File: config.mk
export PLATFORM = sky130hd
export DESIGN_NAME = mult_err_monitor
export DESIGN_NICKNAME = d
export VERILOG_FILES = /design/src/rtl/mult_err_monitor.sv
export SDC_FILE = /design/constraint.sdc
export NUM_CORES = 1
export LEC_CHECK = 0
export CAP_MARGIN = 10
export CORE_MARGIN = 2
export CORE_UTILIZATION = 40
export CTS_CLUSTER_SIZE = 30
export DETAILED_ROUTE_END_ITERATION = 10
export DONT_BUFFER_PORTS = 1
export SYNTH_ARGS = -nofsm -noshare
export SYNTH_HDL_FRONTEND = slang
export SYNTH_SLANG_ARGS = --single-unit
File: constraint.sdc
create_clock -name clk -period 6.35 [get_ports clk]
set_clock_uncertainty 0.05 [all_clocks]
set_input_delay 1.27 -clock clk [delete_from_list [all_inputs] [get_ports clk]]
set_output_delay 1.27 -clock clk [all_outputs]
set_load 0.01 [all_outputs]
File: src/rtl/mult_err_monitor.sv
// Windowed error statistics for an approximate multiplier: sum/max of |A*B-R| and mismatch count.
// Optional ERR_SQ_EN macro adds a squared-error accumulator on sum_sq.
module mult_err_monitor #(
   parameter int WIDTH = 8,
   parameter int LOG_N = 16
) (
   input  logic                     clk,
   input  logic                     rst_n,
   input  logic                     start,
   input  logic                     in_valid,
   output logic                     in_ready,
   input  logic [WIDTH-1:0]         A,
   input  logic [WIDTH-1:0]         B,
   input  logic [2*WIDTH-1:0]       R,
   output logic                     busy,
   output logic                     done,
   output logic [2*WIDTH+LOG_N-1:0] sum_ed,
   output logic [2*WIDTH-1:0]       max_ed,
   output logic [LOG_N:0]           err_cnt,
   output logic [4*WIDTH+LOG_N-1:0] sum_sq
);
   // state | meaning
   // IDLE  | waiting for start, no samples accepted
   // RUN   | accepting samples until N have been taken
   // DRAIN | pipeline flushing the last samples into the statistics
   // DONE  | results valid and held until the next start
   typedef enum logic [1:0] {IDLE, RUN, DRAIN, DONE} state_t;

   localparam int PW = 2 * WIDTH;
   localparam logic [LOG_N:0] N_LAST = {1'b0, {LOG_N{1'b1}}};

   state_t           state_q, state_d;
   logic [LOG_N:0]   acc_cnt_q, acc_cnt_d;
   logic [1:0]       drain_q, drain_d;
   logic             accept, clear;

   logic [PW-1:0]    prod, ed;
   logic [PW-1:0]    p1_q, r1_q, ed2_q;
   logic             v1_q, v2_q, ne2_q;

   logic [PW+LOG_N-1:0] sum_ed_q, sum_ed_d;
   logic [PW-1:0]       max_ed_q, max_ed_d;
   logic [LOG_N:0]      err_cnt_q, err_cnt_d;

   always_comb begin
      state_d   = state_q;
      acc_cnt_d = acc_cnt_q;
      drain_d   = drain_q;
      in_ready  = 1'b0;
      busy      = 1'b0;
      done      = 1'b0;
      clear     = 1'b0;
      case (state_q)
         IDLE: begin
            if (start) begin
               state_d   = RUN;
               acc_cnt_d = '0;
               clear     = 1'b1;
            end
         end
         RUN: begin
            busy     = 1'b1;
            in_ready = (acc_cnt_q <= N_LAST);
            if (in_valid && in_ready) begin
               acc_cnt_d = acc_cnt_q + 1'b1;
               if (acc_cnt_q == N_LAST) begin
                  state_d = DRAIN;
                  drain_d = 2'd0;
               end
            end
         end
         DRAIN: begin
            busy = 1'b1;
            // Last sample lands in the statistics one edge before DONE is entered.
            if (drain_q == 2'd2) state_d = DONE;
            else                 drain_d = drain_q + 2'd1;
         end
         DONE: begin
            done = 1'b1;
            if (start) begin
               state_d   = RUN;
               acc_cnt_d = '0;
               clear     = 1'b1;
            end
         end
         default: state_d = IDLE;
      endcase
   end

   assign accept = in_valid && in_ready;
   assign prod   = {{WIDTH{1'b0}}, A} * {{WIDTH{1'b0}}, B};
   assign ed     = (p1_q >= r1_q) ? (p1_q - r1_q) : (r1_q - p1_q);

   always_comb begin
      sum_ed_d  = sum_ed_q;
      max_ed_d  = max_ed_q;
      err_cnt_d = err_cnt_q;
      if (clear) begin
         sum_ed_d  = '0;
         max_ed_d  = '0;
         err_cnt_d = '0;
      end else if (v2_q) begin
         sum_ed_d  = sum_ed_q + {{LOG_N{1'b0}}, ed2_q};
         max_ed_d  = (ed2_q > max_ed_q) ? ed2_q : max_ed_q;
         err_cnt_d = err_cnt_q + {{LOG_N{1'b0}}, ne2_q};
      end
   end

   always_ff @(posedge clk or negedge rst_n) begin
      if (!rst_n) begin
         state_q   <= IDLE;
         acc_cnt_q <= '0;
         drain_q   <= '0;
         p1_q      <= '0;
         r1_q      <= '0;
         v1_q      <= 1'b0;
         ed2_q     <= '0;
         ne2_q     <= 1'b0;
         v2_q      <= 1'b0;
         sum_ed_q  <= '0;
         max_ed_q  <= '0;
         err_cnt_q <= '0;
      end else begin
         state_q   <= state_d;
         acc_cnt_q <= acc_cnt_d;
         drain_q   <= drain_d;
         v1_q      <= accept;
         if (accept) begin
            p1_q <= prod;
            r1_q <= R;
         end
         v2_q <= v1_q;
         if (v1_q) begin
            ed2_q <= ed;
            ne2_q <= (p1_q != r1_q);
         end
         sum_ed_q  <= sum_ed_d;
         max_ed_q  <= max_ed_d;
         err_cnt_q <= err_cnt_d;
      end
   end

   assign sum_ed  = sum_ed_q;
   assign max_ed  = max_ed_q;
   assign err_cnt = err_cnt_q;

`ifdef ERR_SQ_EN
   logic [2*PW-1:0]       sq, sq2_q;
   logic [2*PW+LOG_N-1:0] sum_sq_q;

   assign sq = {{PW{1'b0}}, ed} * {{PW{1'b0}}, ed};

   always_ff @(posedge clk or negedge rst_n) begin
      if (!rst_n) begin
         sq2_q    <= '0;
         sum_sq_q <= '0;
      end else begin
         if (v1_q) sq2_q <= sq;
         if (clear)     sum_sq_q <= '0;
         else if (v2_q) sum_sq_q <= sum_sq_q + {{LOG_N{1'b0}}, sq2_q};
      end
   end

   assign sum_sq = sum_sq_q;
`else
   assign sum_sq = '0;
`endif

endmodule

# After elaboration in Yosys (flattened, before gate mapping)
# Index checks and enable logic that the tools add are counted.
[op_classes]
mux = 25
n_lt_le_gt_ge = 3
n_eq_ne = 11
reduce_logical = 13
addsub = 6
multipliers = 1
[ops]
columns = ["operator", "n"]
rows = [
  ["17-bit 2-to-1 mux", 4],
  ["16-bit 2-to-1 mux", 4],
  ["32-bit 2-to-1 mux", 2],
  ["17-bit case mux with 2 select lines", 1],
  ["32-bit by 16-bit adder with 32-bit output", 1],
  ["16-bit subtractor", 2],
  ["17-bit by 1-bit adder with 17-bit output", 1],
  ["17-bit by 1-bit adder with 17-bit output, second input constant", 1],
  ["17-bit by 16-bit == test with 1-bit output, second input constant", 1],
  ["17-bit by 16-bit less-or-equal comparator with 1-bit output, second input constant", 1],
  ["16-bit greater-or-equal comparator", 1],
  ["16-bit > comparator", 1],
  ["8-bit by 8-bit multiplier with 16-bit output", 1],
  ["16-bit inequality test", 1],
  ["2-bit 2-to-1 mux", 7],
  ["2-bit inequality test, second input constant", 4],
  ["4-bit AND reduction", 2],
  ["2-bit nonzero test", 4],
  ["2-bit == test, second input constant", 3],
  ["2-bit case mux with 3 select lines", 1],
  ["1-bit 2-to-1 mux", 5],
  ["2-bit case mux with 2 select lines", 1],
  ["2-bit OR reduction", 2],
  ["3-bit AND reduction", 1],
  ["6 further kinds", 7],
]
[word_totals]
out_inout_bits = 116
regBits = 137
word_cells = 71
in_bits = 36

# Longest topological paths before layout
# Gate-level depths: netlist (run 1).
[depth]
word_depth = 5
depth_mapped = 17
depth_no_buf = 17

# Worst setup path before layout (run 1)
# OpenSTA, ideal clock, no wires.
[synth_timing]
path_kind = "input to register"
startpoint = "in A[2]"
endpoint = "reg p1_q[15]"
slack_ps = 1334
setup_ps = 134
t_required_ps = 6166
path_buffers = 0
stages = 14
arrival_ps = 4832
path_cell_list = "and2_1 > fa_1 > fa_1 > fa_1 > inv_1 > fa_1 > inv_1 > ha_1 > or2_2 > o21ai_0 > a21oi_1 > a221oi_1 > xnor2_1 > o21ai_0"
[synth_between]
elab_chain_len = 1
[synth_rtl]
columns = ["element", "line_no", "source"]
rows = [
  ["from (decl)", "12", "input logic [WIDTH-1:0] A,"],
  ["8-bit by 8-bit multiplier with 16-bit output", "91", "assign prod = {{WIDTH{1'b0}}, A} * {{WIDTH{1'b0}}, B};"],
  ["to (signal assigned)", "129", "p1_q <= prod;"],
  ["to (decl)", "38", "logic [PW-1:0] p1_q, r1_q, ed2_q;"],
]
# Every way passes these cells.
# A chain may end at the register's enable or synchronous reset.

# Worst setup path after layout (run 1)
# Ends and elaborated chain as after synthesis.

==> results of run 1 <==
## through the flow
step	setup slack (ns)	cell area, um2	std cells
3_5_place_dp	1.121	11440	1637
5_1_grt	1.448	12060	1669
2_1_floorplan	1.334	11450	1339
3_3_place_gp	1.226	11440	1637
4_1_cts	1.585	12060	1669
6_report	1.561	12060	1669
## sequential cells by signal (all words and copies together) (netlist names)
name,flops
v2_q,1
sum_ed,32
r1_q,16
err_cnt,17
v1_q,1
drain_q,2
max_ed,16
ed2_q,16
acc_cnt_q,17
ne2_q,1
p1_q,16
state_q,2
## layout make-up
class	count	share of cell area [%]
clock inverter	14	1.432
tap	378	3.923
inverter	123	3.829
multi-input combinational	992	58.30
sequential	137	28.43
timing repair buffer	7	0.4359
clock buffer	18	3.643
## report_power, final
group          total, W  switching (W)  internal [W]
Combinational   0.00351        0.00209       0.00141
Sequential      0.00145       0.000313       0.00114
Clock           0.00104       0.000433      0.000606
Total           0.00600        0.00284       0.00316
## Yosys cell counts (13+ instances only)
cell type,n,area [um2]
a21oi_1,94,470.5
xnor2_1,30,262.8
nor2_1,78,292.8
nand4_1,19,118.9
fa_1,39,780.8
a21o_1,22,165.2
nand2_1,98,367.9
nand3_1,43,215.2
ha_1,108,1351
nor2b_1,13,81.33
nor3_1,22,110.1
clkbuf_1,27,101.4
inv_1,123,461.7
mux2i_1,20,200.2
buf_4,49,367.9
a211oi_1,13,97.59
xor2_1,27,236.5
and2_1,60,375.4
nand2b_1,15,93.84
dfrtp_1,137,3428
o21ai_0,111,555.5
## layer usage
| layer | track usage [%] | wire length [um] |
|---|---|---|
| met5 | 0 | 16 |
| met2 | 29.54 | 11970 |
| met3 | 4.372 | 1491 |
| met4 | 5.298 | 329 |
| met1 | 23.21 | 11660 |
## path summary, 6_finish.rpt
path	to	slack, ns	from
min	drain_q[1]	0.47	drain_q[1]
min reg2reg	drain_q[1]	0.47	drain_q[1]
min in group asynchronous	err_cnt[8]	0.48	rst_n
max in group asynchronous	r1_q[0]	5.46	rst_n
max reg2reg	ed2_q[4]	2.92	p1_q[11]
max	p1_q[15]	1.56	A[2]
## kinds of logic after synthesis
group	after synthesis
AND/OR/NAND/NOR	403
buffers and inverters	210
XOR/XNOR	57
multiplexers	22
flip-flops	137
adder cells (fa/ha/maj)	147
AO/OA/AOI/OAI	315
other	1
## critical path, delay by kind of cell
| kind | cells | cell delay [ns] |
|---|---|---|
| AOI/OAI and AO/OA | 4 | 0.64 |
| xor gates and xnor gates | 1 | 0.16 |
| adders and majority gates | 5 | 2.41 |
| buffers and inverters | 2 | 0.09 |
| and+or+nand+nor | 2 | 0.46 |
==> results.yml, run 1 <==
global_route:
  antenna_found_initial: 2
  grt_pass1_wl_um: 42680
  gr-total-overflow: 0
  grt_pass1_vias: 8512
  grt_use_total_pct: 17.88
  grt_start_max_net_pins: 138
min_path:
  hold_path_class: "flip-flop to flip-flop"
  timing.hold.worst_path_depth: 2
place:
  placement.io_buffers: 0
  gpl.final_weighted_congestion: 0.8777
  hpwlAfterDp_um: 19210
critical_path:
  crit_path_end_kind: "flip-flop"
  crit_path_class: "input pin to flip-flop"
  reg2regPathDepth: 10
  worstSetupStartpointType: "input pin"
  cp_slowest_cell: "fa_1"
  cp_data_arrival_time_ns: 5.03
  most_frequent_cp_cell: "fa_1"
  crit_path_max_incr_delay_ns: 0.54
  crit_required_ns: 6.59
  cp_cell_sequence: "and2_1 -> fa_1 -> fa_1 -> fa_1 -> inv_1 -> fa_1 -> inv_1 -> ha_1 -> or2_2 -> o21ai_0 -> a21oi_1 -> a221oi_1 -> xnor2_1 -> o21ai_0"
  cp_max_fo: 8
clock_network:
  cts.path.max_buffers: 2
  total_setup_buffers_inserted_after_cts: 0
  tritoncts_clock_tree: "built"
  clock-sinks: 137
  cts.root.buffer_cell: "clkbuf_16"
  cts.htree.levels: 4
  cts.clk_slew.worst_paths_ns: 0.07
  cts_made_buffers: 17
  cts_hold_repair.buffers: 0
  clkLatencyLatePin_ns: 0.43
  post_cts_resized: 0
detailed_routing:
  drt_iter0_markers: 516
  routed_wl_um: 25470
  detail_route.drc_violations: 0
  drt-wirelength-per-cell_um: 15.26
  vias_per_cell: 5.202
  ant_nets: 0
  detailedRoute.firstPassIterationCount: 5
  vias: 8682
logic_synthesis:
  yosys.area_share.adder_pct: 18.91
  synth.ff_latch_count: 137
  synth.area.mux_share_pct: 2.009
  yosysWarningCount: 0
  synth_simple_gate_area_share_pct: 18.23
  synth_enable_flop_cells: 0
  synth-compound-area-share_pct: 17.10
  synth_flop_cell: "dfrtp_1"
  yosysSeqAreaShare_pct: 30.41
  synthCells: 1292
  netlist-cell-type-count: 73
  synth_xor_area_share_pct: 4.428
  synth_top_family_by_area: "adder cells"
  post_synth.cell_area_avg_um2: 8.726
  synth_area_mm2: 0.01127
  async_flop_share_pct: 100.0
sta:
  grt_setup_unrepaired: "false"
  final-hold-violation-count: 0
  whs_ns: 0.4675
  setup-violations-final: 0
  final_max_slew_violation_count: 0
  fin_tns_setup_ns: 0
  period_needed_ns: 4.789
  fmax_ghz: 0.2088
  tightestPinTransition_ns: 0.9915
  worst_slew_margin_rel_pct: 33.46
  period_share_pct: 75.41
pwr:
  irDropWorstVdd_mv: 0.2199
  static-leakage-power_nw: 5.534
  power.density_cell_area_mw_per_mm2: 497.3
  finalPower_w: 0.005995
layout:
  utilization_pct: 43.40
  drive_gt1_share_pct: 4.493
  register_area_mm2: 0.003428
  leading_cell_type_in_the_layout_fill_and_taps_excluded: "dfrtp_1"
  multi_input_area_mm2: 0.007029
  area_growth_syn_to_layout_pct: 6.936
  antenna_cells: 0
  layout.nets: 1461
  layout.cells.most_common_list: "137 x dfrtp_1, 123 x inv_1, 110 x o21ai_0"
  num-fill-cells: 2763
floorplanning:
  die_width_um: 171.9
  placeableCoreArea_mm2: 0.02778
  die_area_mm2: 0.02955
  row_count: 61
  floorplan.initialDensity_pct: 40.58
  fp.dieH_um: 171.9
  io_pins: 152
status:
  run_status: "finished clean"
job:
  max_cap_violations: 0
No activity file was read; power rests on OpenSTA's default activity.
==> inputs of run 2 (changes only) <==
Settings changed: ABC_AREA from default to 1.
Clock period 6.35 ns to 4 ns, I/O delays scaled along.
==> results.yml, run 2 <==
critical_path:
  crit_path_end_kind: "flip-flop"
  crit_path_class: "input pin to flip-flop"
  cp_max_fo: 8
  crit_required_ns: 4.26
  worstSetupStartpointType: "input pin"
  cp_data_arrival_time_ns: 4.02
clock_network:
  clkLatencyLatePin_ns: 0.43
  clock-sinks: 137
  cts.root.buffer_cell: "clkbuf_16"
  cts.clk_slew.worst_paths_ns: 0.07
  total_setup_buffers_inserted_after_cts: 0
  cts.path.max_buffers: 2
  cts.htree.levels: 4
  cts_made_buffers: 17
  post_cts_resized: 0
  cts_hold_repair.buffers: 0
  tritoncts_clock_tree: "built"
floorplanning:
  row_count: 64
  fp.dieH_um: 180.3
  floorplan.initialDensity_pct: 40.67
  die_area_mm2: 0.03252
  die_width_um: 180.3
  io_pins: 152
  placeableCoreArea_mm2: 0.03059
detailed_routing:
  routed_wl_um: 30880
  drt_iter0_markers: 606
  vias_per_cell: 4.933
  ant_nets: 0
  vias: 10880
  detail_route.drc_violations: 0
  drt-wirelength-per-cell_um: 14.01
  detailedRoute.firstPassIterationCount: 5
sta:
  fmax_ghz: 0.2660
  period_needed_ns: 3.759
  period_share_pct: 93.98
  grt_setup_unrepaired: "false"
  tightestPinTransition_ns: 1.148
  worst_slew_margin_rel_pct: 23.19
  final-hold-violation-count: 0
  setup-violations-final: 0
  post-route-worst-setup-slack_ns: 0.2410
  final_max_slew_violation_count: 0
global_route:
  grt_start_max_net_pins: 138
  grt_pass1_vias: 10520
  gr-total-overflow: 0
  grt_use_total_pct: 19.34
  antenna_found_initial: 0
  grt_pass1_wl_um: 52100
logic_synthesis:
  synthTopCellsByCount: "581 x nand2_1, 304 x inv_1, 137 x dfrtp_1"
  netlist-cell-type-count: 42
  synthCells: 1811
  synth_top_cells_by_area: "dfrtp_1 28%, nand2_1 18%, ha_1 11%, inv_1 9.2%, fa_1 6.3%"
  async_flop_share_pct: 100.0
  synth.ff_latch_count: 137
  yosysWarningCount: 0
  cell_with_the_most_instances_after_synthesis: "nand2_1"
  synth_largest_type_area_fraction_pct: 27.56
  synth_area_mm2: 0.01244
  synth_top_cell_by_area: "dfrtp_1"
  post_synth.cell_area_avg_um2: 6.869
  yosysSeqAreaShare_pct: 27.56
  synth_flop_cell: "dfrtp_1"
  synth_enable_flop_cells: 0
pwr:
  finalPower_w: 0.01051
  static-leakage-power_nw: 7.402
  power.density_cell_area_mw_per_mm2: 787.7
  irDropWorstVdd_mv: 0.3676
place:
  preCtsSetupSlack_ns: -0.2123
  gpl.final_weighted_congestion: 0.9234
  placement.io_buffers: 0
  hpwlAfterDp_um: 23920
min_path:
  hold_path_class: "input pin to asynchronous set/reset pin"
status:
  run_status: "finished clean"
layout:
  area_growth_syn_to_layout_pct: 7.252
  leading_cell_type_in_the_layout_fill_and_taps_excluded: "nand2_1"
  antenna_cells: 0
  drive_gt1_share_pct: 6.799
  layout.nets: 1979
  largest_reg_flops: 32
  layout.cells.most_common_list: "577 x nand2_1, 299 x inv_1, 137 x dfrtp_1"
job:
  max_cap_violations: 0
## run 2: path summary, 6_finish.rpt
check,from,to,slack (ns),cells after the start
max,A[3],p1_q[13],0.24,18
min,rst_n,sum_ed[30],0.02,0
max in group asynchronous,rst_n,sum_ed[28],3.17,1
min in group clk,R[10],r1_q[10],0.42,2
max reg2reg,acc_cnt_q[0],r1_q[15],0.88,16
min reg2reg,acc_cnt_q[3],acc_cnt_q[3],0.45,2
## run 2: where the power goes
part           switching [W]  internal (W)  leakage [nW]
clock network       0.000678       0.00100         0.289
registers           0.000552       0.00179          1.82
logic                0.00417       0.00232          5.29
total                0.00540       0.00511          7.40
## run 2: cells by family (layout without fill, tap and decap cells)
group	count (synthesis)	after routing	share of synthesized area, %
buffers and inverters	413	364	14.56
XOR/XNOR	24	24	1.690
flip-flops	137	137	27.56
AO/OA/AOI/OAI	193	193	8.580
AND/OR/NAND/NOR	896	896	30.44
other	1	48	0.03015
adder cells (fa/ha/maj)	147	147	17.14
## run 2: worst max-delay path: stages
cell      delay (ns)
nand2_1         0.04
inv_1           0.05
fa_1            0.57
fa_1            0.44
fa_1            0.50
inv_1           0.05
fa_1            0.49
inv_2           0.04
ha_4            0.26
inv_1           0.05
o21bai_1        0.21
nand3_1         0.12
nand3_2         0.10
nand2_1         0.08
nand2_1         0.06
nand2_1         0.04
nand3_1         0.06
o21ai_1         0.06
## run 2: final cells by class
class	instances	area, um2
Fill cell	3168	17250
Multi-Input combinational cell	1308	7477
Sequential cell	137	3428
Inverter	310	1164
Tap cell	396	495.5
Clock buffer	18	439.2
Clock inverter	14	170.2
Timing Repair Buffer	22	167.7
## run 2: routing by layer
metal | global-route usage [%] | vias to the layer above | share of wire (%)
met2 | 33.22 | 229 | 48
met1 | 24.98 | 5083 | 46
met3 | 4.002 | 39 | 5.0
met5 | 0 | - | 0
met4 | 4.419 | 0 | 1.6
li1 | - | 5526 | -
## run 2: per-stage QoR
| stage | utilization, % | setup TNS [ns] | area (um2) | instances | hold slack, ns |
|---|---|---|---|---|---|
| 3_3_place_gp | 41.59 | -0.6334 | 12720 | 2172 | 0.4191 |
| 3_5_place_dp | 41.59 | -1.026 | 12720 | 2172 | 0.4372 |
| 5_1_grt | 43.61 | 0 | 13340 | 2205 | 0.0005368 |
| 2_1_floorplan | - | -0.5901 | 12840 | 1858 | 0.3019 |
| 6_report | 43.61 | 0 | 13340 | 2205 | 0.01889 |
| 4_1_cts | 43.58 | 0 | 13330 | 2204 | 0.001796 |
==> inputs of run 3 (changes only) <==
Settings changed: HOLD_SLACK_MARGIN from default to 0.05.
==> results.yml, run 3 (synthesis results as in run 2) <==
critical_path:
  timing.critical_path.max_delay_family: "adder cells"
  worstSetupStartpointType: "input pin"
  crit_required_ns: 4.26
  critical_path.startpoint: "A[3]"
  worstReg2RegStart: "acc_cnt_q[0]"
  cp_cell_sequence: "nand2_1 -> inv_1 -> fa_1 -> fa_1 -> fa_1 -> inv_1 -> fa_1 -> inv_2 -> ha_4 -> inv_1 -> o21bai_1 -> nand3_1 -> nand3_2 -> nand2_1 -> nand2_1 -> nand2_1 -> nand3_1 -> o21ai_1"
  crit_path_class: "input pin to flip-flop"
  cp_data_arrival_time_ns: 4.02
  crit_path_end_kind: "flip-flop"
  cp_max_fo: 8
  crit_buf_inv: 4
  cp_slowest_cell: "fa_1"
  crit_path_max_incr_delay_ns: 0.57
floorplanning:
  floorplan.initialDensity_pct: 40.67
  placeableCoreArea_mm2: 0.03059
  die_area_mm2: 0.03252
  die_width_um: 180.3
  io_pins: 152
  fp.dieH_um: 180.3
  row_count: 64
sta:
  final-hold-violation-count: 0
  whs_ns: 0.01392
  tightestPinTransition_ns: 1.167
  setup-violations-final: 0
  period_needed_ns: 3.760
  post-route-worst-setup-slack_ns: 0.2404
  final_max_slew_violation_count: 0
  worst_slew_margin_rel_pct: 21.93
  grt_setup_unrepaired: "false"
  period_share_pct: 93.99
  fin_tns_setup_ns: 0
  fmax_ghz: 0.2660
global_route:
  grt_start_max_net_pins: 138
  gr-total-overflow: 0
  grt_pass1_vias: 10520
  antenna_found_initial: 0
  grt_use_total_pct: 19.34
  grt_pass1_wl_um: 52100
job:
  max_cap_violations: 0
detailed_routing:
  vias_per_cell: 4.913
  routed_wl_um: 30880
  detail_route.drc_violations: 0
  drt_iter0_markers: 643
  detailedRoute.firstPassIterationCount: 5
  vias: 10830
  ant_nets: 0
  drt-wirelength-per-cell_um: 14.01
place:
  preCtsSetupSlack_ns: -0.2123
  hpwlAfterDp_um: 23920
  placement.io_buffers: 0
  gpl.final_weighted_congestion: 0.9234
  numPlacedInstances: 2172
clock_network:
  cts_made_buffers: 17
  post_cts_resized: 0
  clock-sinks: 137
  clkLatencyLatePin_ns: 0.43
  tritoncts_clock_tree: "built"
  cts.path.max_buffers: 2
  total_setup_buffers_inserted_after_cts: 0
  cts.clk_slew.worst_paths_ns: 0.07
  cts.htree.levels: 4
  cts.root.buffer_cell: "clkbuf_16"
pwr:
  irDropWorstVdd_mv: 0.3679
  static-leakage-power_nw: 7.398
  power.density_cell_area_mw_per_mm2: 788.3
layout:
  area_growth_syn_to_layout_pct: 7.171
  drive_gt1_share_pct: 6.803
  register_area_mm2: 0.003428
  layout.cells.most_common_list: "577 x nand2_1, 299 x inv_1, 137 x dfrtp_1"
  utilization_pct: 43.58
  multi_input_area_mm2: 0.007477
  leading_cell_type_in_the_layout_fill_and_taps_excluded: "nand2_1"
  layout.nets: 1978
  finalNonFillerCells: 2204
  largest_reg_flops: 32
  num-fill-cells: 3169
  antenna_cells: 0
status:
  run_status: "finished clean"
min_path:
  hold_path_class: "input pin to asynchronous set/reset pin"
## run 3: worst paths after layout
path / to / slack (ns) / cells past startpoint
max in group asynchronous: max_ed[8] / 3.71 / 0
worst min-delay path: sum_ed[31] / 0.01 / 0
worst max-delay path: p1_q[13] / 0.24 / 18
worst max register to register: r1_q[15] / 0.87 / 16
min in group clk: r1_q[10] / 0.42 / 2
worst min register to register: acc_cnt_q[3] / 0.45 / 2
## run 3: stage by stage
step	area, um2	total power, W
after global placement	12720	0.008733
after global routing	13330	0.01161
after detailed placement	12720	0.008818
final	13330	0.01051
after floorplan	12840	0.007367
after CTS	13330	0.01055
## run 3: report_power, final
group	switching [W]	internal [W]
combinational	0.00416	0.00232
sequential	0.000553	0.00179
clock	0.000680	0.00100
## run 3: routing by layer
metal  track usage, %  wire length (um)
met1            24.98             14230
met2            33.22             14760
met3            4.002              1427
met4            4.419               453
met5                0                 0
## run 3: layout make-up
cell class	instances	share of cell area [%]
well taps	396	3.717
inverters	310	8.728
repair buffers	21	1.183
clock inverters	14	1.276
multi-input cells	1308	56.09
clock buffers	18	3.294
flip-flops and latches	137	25.72
## run 3: worst register-to-register path: stages (launching register included)
cell and delay (ns):
dfrtp_1 0.44, ha_1 0.20, nand2_1 0.09, nor2_1 0.22, nand2_1 0.09, inv_1 0.14, nand3_1 0.18, nor2_1 0.13
nand3_1 0.08, nor2_1 0.11, ha_1 0.18, inv_1 0.06, nand2_2 0.08, nand2_4 0.14, inv_2 0.37, buf_4 0.35
o21ai_0 0.10
